File: src/rtl/hazard_pkg.sv
// Shared types and helpers for the hazard stall controller.
//   hz_state_t : controller state encoding (RUN, MEM_WAIT, HALT)
//   REG_ZERO   : architectural x0, never a real producer
//   reg_match  : true when an ID source operand is live and names rd
package hazard_pkg;

    typedef enum logic [1:0] {
        RUN      = 2'd0,
        MEM_WAIT = 2'd1,
        HALT     = 2'd2
    } hz_state_t;

    localparam logic [4:0] REG_ZERO = 5'd0;

    // A source operand only hazards if the ID instruction actually reads it.
    function automatic logic reg_match(input logic [4:0] rd,
                                       input logic [4:0] rs,
                                       input logic       use_rs);
        return use_rs && (rd == rs);
    endfunction

endpackage

File: src/rtl/hazard_stall_controller_sat_counter.sv
// Saturating up-counter with synchronous clear and load-one.
//   clk_i   : clock
//   rst_n_i : synchronous active-low reset, counter to zero
//   clr_i   : clear to zero (highest priority after reset)
//   load_i  : load the value one
//   inc_i   : increment, holding at all-ones
//   cnt_o   : current count
module sat_counter #(
    parameter int unsigned CNT_W = 16
) (
    input  logic             clk_i,
    input  logic             rst_n_i,
    input  logic             clr_i,
    input  logic             load_i,
    input  logic             inc_i,
    output logic [CNT_W-1:0] cnt_o
);

    localparam logic [CNT_W-1:0] CNT_MAX = '1;

    logic [CNT_W-1:0] cnt_q;
    logic [CNT_W-1:0] cnt_d;

    // Next count: clear, load-one, or saturating increment.
    always_comb begin
        cnt_d = cnt_q;
        if (clr_i) begin
            cnt_d = '0;
        end else if (load_i) begin
            cnt_d = CNT_W'(1);
        end else if (inc_i && (cnt_q != CNT_MAX)) begin
            cnt_d = cnt_q + CNT_W'(1);
        end
    end

    always_ff @(posedge clk_i) begin
        if (!rst_n_i) begin
            cnt_q <= '0;
        end else begin
            cnt_q <= cnt_d;
        end
    end

    assign cnt_o = cnt_q;

endmodule

File: src/rtl/hazard_stall_controller.sv
// Pipeline hazard sequencer: load-use bubble, taken-branch flush,
// data-memory wait freeze and sticky memory-timeout halt.
//   CLK, RST_n            : clock, synchronous active-low reset
//   Rs1_ID/Rs2_ID         : ID source registers, qualified by UseRs1_ID/UseRs2_ID
//   Rd_EX, MemRead_EX     : EX destination and load flag
//   BranchTaken_EX        : branch/jump resolved taken in EX
//   DmemReq_MEM/DmemReady : MEM access request and completion
//   PCWrite, *_Write      : register enables (combinational)
//   *_Flush               : bubble inserts (combinational)
//   MemTimeout            : sticky error, set while halted
//   StallCycles           : saturating count of cycles with PCWrite low
module hazard_stall_controller
    import hazard_pkg::*;
#(
    parameter int unsigned TIMEOUT = 16,
    parameter int unsigned CNT_W   = 16
) (
    input  logic             CLK,
    input  logic             RST_n,
    input  logic [4:0]       Rs1_ID,
    input  logic [4:0]       Rs2_ID,
    input  logic             UseRs1_ID,
    input  logic             UseRs2_ID,
    input  logic [4:0]       Rd_EX,
    input  logic             MemRead_EX,
    input  logic             BranchTaken_EX,
    input  logic             DmemReq_MEM,
    input  logic             DmemReady,
    output logic             PCWrite,
    output logic             IF_ID_Write,
    output logic             IF_ID_Flush,
    output logic             ID_EX_Write,
    output logic             ID_EX_Flush,
    output logic             EX_MEM_Write,
    output logic             MEM_WB_Flush,
    output logic             MemTimeout,
    output logic [CNT_W-1:0] StallCycles
);

    localparam logic [CNT_W-1:0] TIMEOUT_CNT = CNT_W'(TIMEOUT);

    hz_state_t        state_q;
    hz_state_t        state_d;
    logic [CNT_W-1:0] timer_q;
    logic             timer_clr;
    logic             timer_load;
    logic             timer_inc;
    logic             lu_c;
    logic             memwait_c;
    logic             timer_at_limit;

    // Load-use: a load in EX feeds a live ID operand; x0 never hazards.
    assign lu_c = MemRead_EX && (Rd_EX != REG_ZERO) &&
                  (reg_match(Rd_EX, Rs1_ID, UseRs1_ID) ||
                   reg_match(Rd_EX, Rs2_ID, UseRs2_ID));

    assign memwait_c      = DmemReq_MEM && !DmemReady;
    assign timer_at_limit = (timer_q == TIMEOUT_CNT);

    // State register.
    always_ff @(posedge CLK) begin
        if (!RST_n) begin
            state_q <= RUN;
        end else begin
            state_q <= state_d;
        end
    end

    // Next state and wait-timer control.
    always_comb begin
        state_d    = state_q;
        timer_clr  = 1'b0;
        timer_load = 1'b0;
        timer_inc  = 1'b0;
        case (state_q)
            RUN: begin
                if (memwait_c) begin
                    state_d    = MEM_WAIT;
                    timer_load = 1'b1;
                end
            end
            MEM_WAIT: begin
                // Completion in the limit cycle still wins over the timeout.
                if (DmemReady) begin
                    state_d   = RUN;
                    timer_clr = 1'b1;
                end else if (timer_at_limit) begin
                    state_d = HALT;
                end else begin
                    timer_inc = 1'b1;
                end
            end
            HALT: begin
                state_d = HALT;
            end
            default: begin
                state_d   = RUN;
                timer_clr = 1'b1;
            end
        endcase
    end

    // Output decode from current state and inputs.
    always_comb begin
        PCWrite      = 1'b1;
        IF_ID_Write  = 1'b1;
        IF_ID_Flush  = 1'b0;
        ID_EX_Write  = 1'b1;
        ID_EX_Flush  = 1'b0;
        EX_MEM_Write = 1'b1;
        MEM_WB_Flush = 1'b0;
        MemTimeout   = 1'b0;
        case (state_q)
            RUN, MEM_WAIT: begin
                // Freeze whenever the memory access is still outstanding; in
                // MEM_WAIT only DmemReady matters, EX contents are frozen.
                if ((state_q == RUN) ? memwait_c : !DmemReady) begin
                    PCWrite      = 1'b0;
                    IF_ID_Write  = 1'b0;
                    ID_EX_Write  = 1'b0;
                    EX_MEM_Write = 1'b0;
                    MEM_WB_Flush = 1'b1;
                end else if (BranchTaken_EX) begin
                    // ID holds a wrong-path instruction, so its lu is moot.
                    IF_ID_Flush = 1'b1;
                    ID_EX_Flush = 1'b1;
                end else if (lu_c) begin
                    PCWrite     = 1'b0;
                    IF_ID_Write = 1'b0;
                    ID_EX_Flush = 1'b1;
                end
            end
            HALT: begin
                PCWrite      = 1'b0;
                IF_ID_Write  = 1'b0;
                ID_EX_Write  = 1'b0;
                EX_MEM_Write = 1'b0;
                MEM_WB_Flush = 1'b1;
                MemTimeout   = 1'b1;
            end
            default: begin
                PCWrite = 1'b1;
            end
        endcase
    end

    // Consecutive MEM_WAIT cycle timer.
    sat_counter #(.CNT_W(CNT_W)) u_wait_timer (
        .clk_i   (CLK),
        .rst_n_i (RST_n),
        .clr_i   (timer_clr),
        .load_i  (timer_load),
        .inc_i   (timer_inc),
        .cnt_o   (timer_q)
    );

    // Stall statistics: every cycle the PC is held.
    sat_counter #(.CNT_W(CNT_W)) u_stall_cnt (
        .clk_i   (CLK),
        .rst_n_i (RST_n),
        .clr_i   (1'b0),
        .load_i  (1'b0),
        .inc_i   (!PCWrite),
        .cnt_o   (StallCycles)
    );

endmodule

File: config.mk
export PLATFORM = sky130hd
export DESIGN_NAME = hazard_stall_controller
export DESIGN_NICKNAME = d
export VERILOG_FILES = /design/src/rtl/hazard_pkg.sv /design/src/rtl/hazard_stall_controller_sat_counter.sv /design/src/rtl/hazard_stall_controller.sv
export SDC_FILE = /design/constraint.sdc
export NUM_CORES = 1
export LEC_CHECK = 0
export BUFFER_PORTS_ARGS = -buffer_cell sky130_fd_sc_hd__buf_2
export CORE_MARGIN = 2
export CORE_UTILIZATION = 35
export CTS_CLUSTER_SIZE = 8
export DETAILED_ROUTE_END_ITERATION = 8
export PLACE_DENSITY = 0.53
export SYNTH_ARGS = -nofsm -noshare
export SYNTH_HDL_FRONTEND = slang
export SYNTH_SLANG_ARGS = --single-unit
export TNS_END_PERCENT = 10
File: constraint.sdc
create_clock -name CLK -period 4.4 [get_ports CLK]
set_clock_uncertainty 0.2 [all_clocks]
set_input_delay 0.22 -clock CLK [delete_from_list [all_inputs] [get_ports CLK]]
set_output_delay 0.22 -clock CLK [all_outputs]
set_load 0.05 [all_outputs]
-- Word-level counts from Yosys, hierarchy flattened
Cells that the tools add are included.
- flip-flop bits (word level): 34
- output and inout bits: 24
- bits of input ports: 23
- reduce and logical (&&, ||, !) cells: 18
- bitwise gates (word level): 1
- equal/unequal tests: 9
- $add $sub $neg: 2
- mux-type cells: 30
- operators with widths (cell ; count):
    $add A16 B1 Y16 const B ; 2
    $ne A16 B16 Y1 const B ; 2
    $mux W1 ; 22
    $eq A16 B5 Y1 const B ; 1
    $eq A5 B5 Y1 ; 2
    $pmux W1 S2 ; 4
    $logic_and A1 B1 Y1 ; 7
    $mux W2 ; 3
    $pmux W2 S3 ; 1
    $reduce_or A2 Y1 ; 3
    $reduce_bool A5 Y1 ; 1
    $ne A3 B3 Y1 const B ; 1
    $reduce_or A3 Y1 ; 1
    $eq A2 B1 Y1 const B ; 1
    $eq A2 B2 Y1 const B ; 1
    $logic_not A1 Y1 ; 2
    $logic_not A2 Y1 ; 1
    $ne A2 B2 Y1 const B ; 1
    $reduce_and A2 Y1 ; 1
    $reduce_bool A2 Y1 ; 1
    $logic_or A1 B1 Y1 ; 1
    $not A1 Y1 ; 1

-- Longest topological paths before layout
Gate-level depths: netlist of run 1.
- depth in word-level cells: 10
- gate-level depth with buffers: 10
- gate-level depth less buffers: 8

-- Hierarchy
Synthesis of run 1 repeated with hierarchy kept, for this count alone.
- cells, all modules: 232
- area total of the unflattened synthesis: 2015.7 um2
- by module, submodules not included (module ; cells each ; area each (um2) ; instances ; sequential area each (um2)):
    sat_counter ; 93 ; 839.6 ; 2 ; 320.3
    hazard_stall_controller ; 46 ; 336.6 ; 1 ; 40.0

-- Worst setup path before layout of run 1
Ideal clock, no wire load.
- path type: register -> register
- from: reg u_stall_cnt.cnt_q[0], in the netlist u_stall_cnt.cnt_o[0]
- to: reg u_stall_cnt.cnt_q[1], in the netlist u_stall_cnt.cnt_o[1]
- slack: 1.772 ns
- data required time: 4.072 ns
- cell stages (with the launch flop): 10
- setup time: 0.128 ns
- data arrival time: 2.301 ns
- path through: dfxtp_1 -> ha_1 -> nand2_1 -> nor4_4 -> a21oi_1 -> a21oi_4 -> buf_6 -> buf_8 -> mux2i_1 -> nor2_1
- longest elaborated chain between the ends: 2
- elaborated cells on any way between the ends: 3
- those cells by class: 1 x add/sub; 1 x eq/ne; 1 x reduce/logical
- RTL lines (item ; line ; text):
    start: declaration ; hazard_stall_controller_sat_counter.sv:21 ; logic [CNT_W-1:0] cnt_q;
    start signal: assignment ; hazard_stall_controller_sat_counter.sv:40 ; cnt_q <= cnt_d;
    parallel branches: the longest is 2 deep, another holds $add A16 B1 Y16 ; - ;
Several ways; the timed one is not identified.
A chain may end at the register's enable or synchronous reset.

-- Worst setup path in the final report of run 1
Ends and elaborated chain as after synthesis.

==> results of run 1 <==
## Yosys cell counts (3+ instances only)
cell type | count | area (um2)
clkbuf_1 | 3 | 11.26
o21ai_0 | 3 | 15.01
and3_1 | 6 | 37.54
nand2_1 | 15 | 56.30
dfxtp_1 | 34 | 680.7
or3_1 | 13 | 81.33
nor3b_1 | 4 | 30.03
nor2_1 | 24 | 90.09
nand4_1 | 6 | 37.54
nor4b_1 | 4 | 35.03
ha_1 | 3 | 37.54
a21oi_1 | 19 | 95.09
and4_1 | 4 | 35.03
xnor2_1 | 23 | 201.4
nor3_1 | 7 | 35.03
inv_1 | 5 | 18.77
nand3_1 | 13 | 65.06
o21ai_1 | 11 | 55.05
## sequential cells by signal (all words and copies together) (netlist names)
signal and flops:
u_stall_cnt.cnt_o 16, state_q 2, u_wait_timer.cnt_o 16
## critical path, stage by stage, from the launching register on
cell     delay (ns)
dfxtp_1        0.39
ha_1           0.21
nand2_1        0.12
nor4_4         0.44
a21oi_1        0.17
a21oi_4        0.51
mux2i_1        0.25
nor2_1         0.05
## worst paths after layout
| kind | from | endpoint | slack (ns) | cells after the start |
|---|---|---|---|---|
| min | DmemReq_MEM | state_q[0] | 0.07 | 3 |
| min reg2reg | u_stall_cnt.cnt_o[5] | u_stall_cnt.cnt_o[5] | 0.31 | 2 |
| max reg2reg | u_stall_cnt.cnt_o[0] | u_stall_cnt.cnt_o[1] | 1.93 | 7 |
| max | u_stall_cnt.cnt_o[0] | u_stall_cnt.cnt_o[1] | 1.93 | 7 |
## metrics by stage
| stage | util | cell area (um2) | instances |
|---|---|---|---|
| floorplan | - | 1919 | 232 |
| global placement | 0.4197 | 2185 | 341 |
| detailed placement | 0.4197 | 2185 | 341 |
| CTS | 0.4399 | 2290 | 350 |
| global route | 0.4399 | 2290 | 350 |
| finish | 0.4399 | 2290 | 350 |
## placed cells by master, fill, tap and decap left out, drive strengths merged, types with 3 or more instances in the layout
cell,count
ha,3
buf,46
xnor2,23
and4,4
dfxtp,34
and3,6
nand2,15
nand3,13
nor3b,4
nor3,7
clkbuf,6
nor4b,4
inv,6
a21oi,21
nand4,6
o21ai,14
nor2,24
or3,13
and2,3
## layout make-up
| type | count | area [um2] |
|---|---|---|
| repair buffers | 47 | 240.2 |
| clock inverters | 2 | 12.51 |
| flip-flops and latches | 34 | 680.7 |
| multi-input cells | 184 | 1160 |
| inverters | 7 | 26.28 |
| clock buffers | 6 | 82.58 |
| well taps | 70 | 87.58 |
| fillers | 543 | 2915 |
## per-layer routing
metal  track usage  share of wire  wire, um
met5             0              0         0
met4       0.04737          0.012        53
met3       0.03793          0.038       161
met2        0.2345           0.48      2065
met1        0.1858           0.47      1991
## logic make-up (layout without fill, tap and decap cells)
| logic type | after synthesis | in the layout | synth area share |
|---|---|---|---|
| AND/OR/NAND/NOR | 109 | 109 | 0.3142 |
| AO/OA/AOI/OAI | 46 | 46 | 0.1506 |
| flip-flops | 34 | 34 | 0.3546 |
| XOR/XNOR | 24 | 24 | 0.1095 |
| buffers and inverters | 14 | 62 | 0.04106 |
| adder cells (fa/ha/maj) | 3 | 3 | 0.01956 |
| multiplexers | 2 | 2 | 0.01043 |
## timing repair
action | 4_1_cts | 5_1_grt
resized for setup | 0 | 0
hold endpoints to repair | 1 | 0
hold buffers | 1 | 0
## power breakdown
group          leakage [nW]  internal [mW]  switching [mW]  total, mW
clock                0.0472          0.126           0.116      0.242
combinational         0.518         0.0328          0.0675      0.100
sequential            0.274          0.312         0.00474      0.317
==> key figures, run 1 <==
Pwr
  • Pwr dens: 287.6 mW/mm2
  • Worst IR Drop VDD: 0.1669 mV
  • Leakage: 0.8401 nW
  • Final Power: 0.6585 mW

Worst setup path
  • Arr. time, crit path: 2.44 ns
  • CP required: 4.37 ns
  • CP max FO: 28
  • Setup crit end kind: register
  • Crit Path Category: reg -> reg
  • Crit start category: register

Clocking
  • CTS tree: built
  • CTS root buffer: clkbuf_8
  • CTS sink cnt: 34
  • CTS max path bufs: 2
  • CTS Buf Count: 5
  • Post-CTS setup buffers: 0
  • H-Tree Level Count: 2
  • Clk_lat worst skew: 0.29 ns
  • Clock transition at path regs: 0.07 ns

Detailed routing
  • Via count: 1,737
  • Avg Vias per Cell: 4.963
  • DRT Pass-1 Iters: 4
  • DRC viols: 0
  • Post-route antenna net violation count: 0
  • Iter 0 DRT Violations: 45
  • WL per Instance: 12.21 um
  • Total Wirelength: 4272 um

GRT
  • Grt total ovfl: 0
  • Vias in the first global route: 1,582
  • Largest net degree at the start of global routing: 29
  • First-pass GRT wire length: 7155 um
  • Gr usage total: 0.1441
  • Initial antenna violation count: 0

Logic synthesis
  • Syn Area/Cell: 8.273 um2
  • Mapped cell area: 0.001919 mm2
  • Gate count of the mapped netlist: 232
  • Seq/Total Area, Yosys: 0.3546
  • Syn_nets: 258
  • Post-synth EDFFs: 0
  • Flops & latches, synth: 34
  • Synth Flop Type: dfxtp_1
  • Post-synth cell types: 43
  • Ys Warns: 0
  • Asr flop ratio synth: 0

Timing
  • Min Tclk post-route: 2.468 ns
  • Setup violators final: 0
  • Hold WS: 0.06538 ns
  • Final Hold Fails: 0
  • Fin crit share: 0.5610
  • Setup TNS: 0 ns
  • F_max: 405.1 MHz
  • Worst Max-Slew Pin Slew: 0.6078 ns
  • RSZ-0062 raised after global routing: false
  • Setup ws final: 1.932 ns
  • Final Max Tran Viols: 0
  • Slew margin rel.: 0.5939

Final layout
  • Layout area overhead: 19.30%
  • Layout cells sized above 1: 0.2179
  • Final #Nets: 305
  • Antenna fix cells: 0

Die
  • Core area: 0.005205 mm2
  • Cell Rows: 26
  • # IOs: 47
  • Die W: 78.05 um
  • Initial Util: 0.3688
  • Die H: 78.05 um
  • Die area: 0.006092 mm2

Run
  • Max Cap Viol: 0

Place
  • Port-buffer cells: 46
  • DP Wirelength: 3208 um
  • GP Congestion: 0.7638
  • Setup WS pre-CTS: 1.954 ns

Outcome
  • Outcome: complete, no violations

Hold path
  • Hold Path Class: in -> reg
No activity file was read; power rests on OpenSTA's default activity.
==> inputs of run 2 (changes only) <==
==> constraint.sdc (replaced) <==
create_clock -name CLK -period 2.35 [get_ports CLK]
set_clock_uncertainty 0.2 [all_clocks]
set_input_delay 0.1175 -clock CLK [delete_from_list [all_inputs] [get_ports CLK]]
set_output_delay 0.1175 -clock CLK [all_outputs]
set_load 0.05 [all_outputs]
==> run 2 against run 1 <==
Routed wire length rose by 2.8%. Core utilization rose by 2.6 points. Highest routed layer unchanged. Sequential share of layout area fell by 1.1 points. Die area did not move. First-iteration DRC count rose by 11%. Combinational power rose by 100%. Cell count rose by 2.0%. Critical path depth rose by 4. Cell area rose by 5.8%. Worst hold slack got worse by 0.031 ns. Flip-flop and latch count did not move. Sequential power rose by 87%.
==> key figures, run 2 (same netlist as run 1, synthesis figures left out) <==
Clocking
  • Post-CTS setup buffers: 0
  • CTS tree: built
  • Clk_lat worst skew: 0.29 ns
  • Clock transition at path regs: 0.08 ns
  • CTS sink cnt: 34
  • CTS Buf Count: 5
  • CTS max path bufs: 2
  • H-Tree Level Count: 2
  • CTS root buffer: clkbuf_8

Die
  • Die area: 0.006092 mm2
  • Cell Rows: 26
  • Die H: 78.05 um
  • # IOs: 47
  • Initial Util: 0.3688
  • Core area: 0.005205 mm2
  • Die W: 78.05 um

Timing
  • Min Tclk post-route: 2.242 ns
  • RSZ-0062 raised after global routing: false
  • F_max: 446.0 MHz
  • Setup TNS: 0 ns
  • Fin crit share: 0.9541
  • Setup violators final: 0
  • Final Max Tran Viols: 0
  • Hold WS: 0.03400 ns
  • Setup ws final: 0.1079 ns
  • Final Hold Fails: 0
  • Worst Max-Slew Pin Slew: 0.5183 ns
  • Slew margin rel.: 0.6524

Final layout
  • Layout cells sized above 1: 0.2683
  • Most frequent cells in the layout: 46 x buf_2, 24 x nor2_1, 23 x xnor2_1, 23 x dfxtp_1, 19 x a21oi_1
  • Fill cells: 532
  • Fin cells: 357
  • Most common cell after layout, fill and taps aside: buf_2
  • Layout area overhead: 26.27%
  • Post-layout util: 0.4656
  • Final instance area: 0.002424 mm2
  • Antenna fix cells: 0
  • Final #Nets: 312

GRT
  • Initial antenna violation count: 0
  • Grt total ovfl: 0
  • Gr usage total: 0.1511
  • First-pass GRT wire length: 7555 um
  • Vias in the first global route: 1,645
  • Largest net degree at the start of global routing: 29

Worst setup path
  • Top delay family on crit path: buffers and inverters
  • CP required: 2.36 ns
  • Buf/Inv on CP: 4
  • Crit path max-delay cell type: dlygate4sd3_1
  • Setup crit end kind: register
  • Arr. time, crit path: 2.25 ns
  • CP max FO: 28
  • Crit Path Category: in -> reg
  • Sequence of cells on the critical path: dlygate4sd3_1 > buf_2 > o21ba_1 > nor2_1 > a21oi_4 > inv_2 > a21oi_1 > a21oi_4 > buf_12 > or4_1 > a21oi_1
  • Max incr delay on CP: 0.55 ns
  • Crit start category: input port

Place
  • GP Congestion: 0.7612
  • DP Wirelength: 3253 um
  • Port-buffer cells: 46
  • Setup WS pre-CTS: 0.09409 ns
  • Placed cell areas: 0.002255 mm2
  • Placed insts: 346

Detailed routing
  • WL per Instance: 12.30 um
  • DRT Pass-1 Iters: 4
  • Total Wirelength: 4392 um
  • Via count: 1,778
  • DRC viols: 0
  • Avg Vias per Cell: 4.980
  • Iter 0 DRT Violations: 50
  • Post-route antenna net violation count: 0

Pwr
  • Leakage: 0.9032 nW
  • Worst IR Drop VDD: 0.4080 mV
  • Final Power: 1.445 mW
  • Pwr dens: 596.1 mW/mm2

Hold path
  • Hold Path Class: in -> reg

Outcome
  • Outcome: complete, no violations

Run
  • Max Cap Viol: 0
[run 2: cell count changes in the layout (fill, tap and decap cells not counted), moves of 2 or more]
| cell | delta |
|---|---|
| dfxtp_2 | +11 |
| buf_4 | +4 |
| dlygate4sd3_1 | +2 |
| bufinv_16 | +2 |
| dfxtp_1 | -11 |
[run 2: path summary, 6_finish.rpt]
path | to | slack (ns) | cells after the start | startpoint
max | u_stall_cnt.cnt_o[5] | 0.11 | 11 | DmemReq_MEM
min | state_q[0] | 0.03 | 4 | DmemReady
max reg2reg | u_stall_cnt.cnt_o[5] | 0.18 | 9 | state_q[0]
min reg2reg | u_stall_cnt.cnt_o[5] | 0.29 | 2 | u_stall_cnt.cnt_o[5]
[run 2: repair_timing]
item,4_1_cts,5_1_grt
endpoints found under the hold margin,3,0
hold buffers,3,0
endpoints found under the setup margin,0,10
gates resized for setup,0,1
[run 2: layout make-up]
type | instances | area, um2 | area share
Inverter | 7 | 26.28 | 0.01084
Multi-Input combinational cell | 184 | 1167 | 0.4817
Clock buffer | 5 | 68.82 | 0.02839
Sequential cell | 34 | 694.4 | 0.2865
Tap cell | 70 | 87.58 | 0.03614
Clock inverter | 3 | 68.82 | 0.02839
Timing Repair Buffer | 54 | 310.3 | 0.1280
[run 2: tightest hold or removal path: stages]
cell and delay (ns):
buf_2 0.10, nor2_1 0.05, nand3b_1 0.12, a21oi_1 0.08
[run 2: report_power, final]
group	leakage [nW]	internal, mW	switching, mW
Sequential	0.280	0.585	0.00968
Combinational	0.555	0.0726	0.130
Clock	0.0683	0.425	0.223
Total	0.903	1.08	0.362
[run 2: layer usage]
metal / global-route usage / up-vias / part of all wire
li1: - / 942 / -
met1: 0.1971 / 804 / 0.47
met4: 0.04035 / 0 / 0.015
met3: 0.03793 / 9 / 0.031
met5: 0 / - / 0
met2: 0.2491 / 23 / 0.48
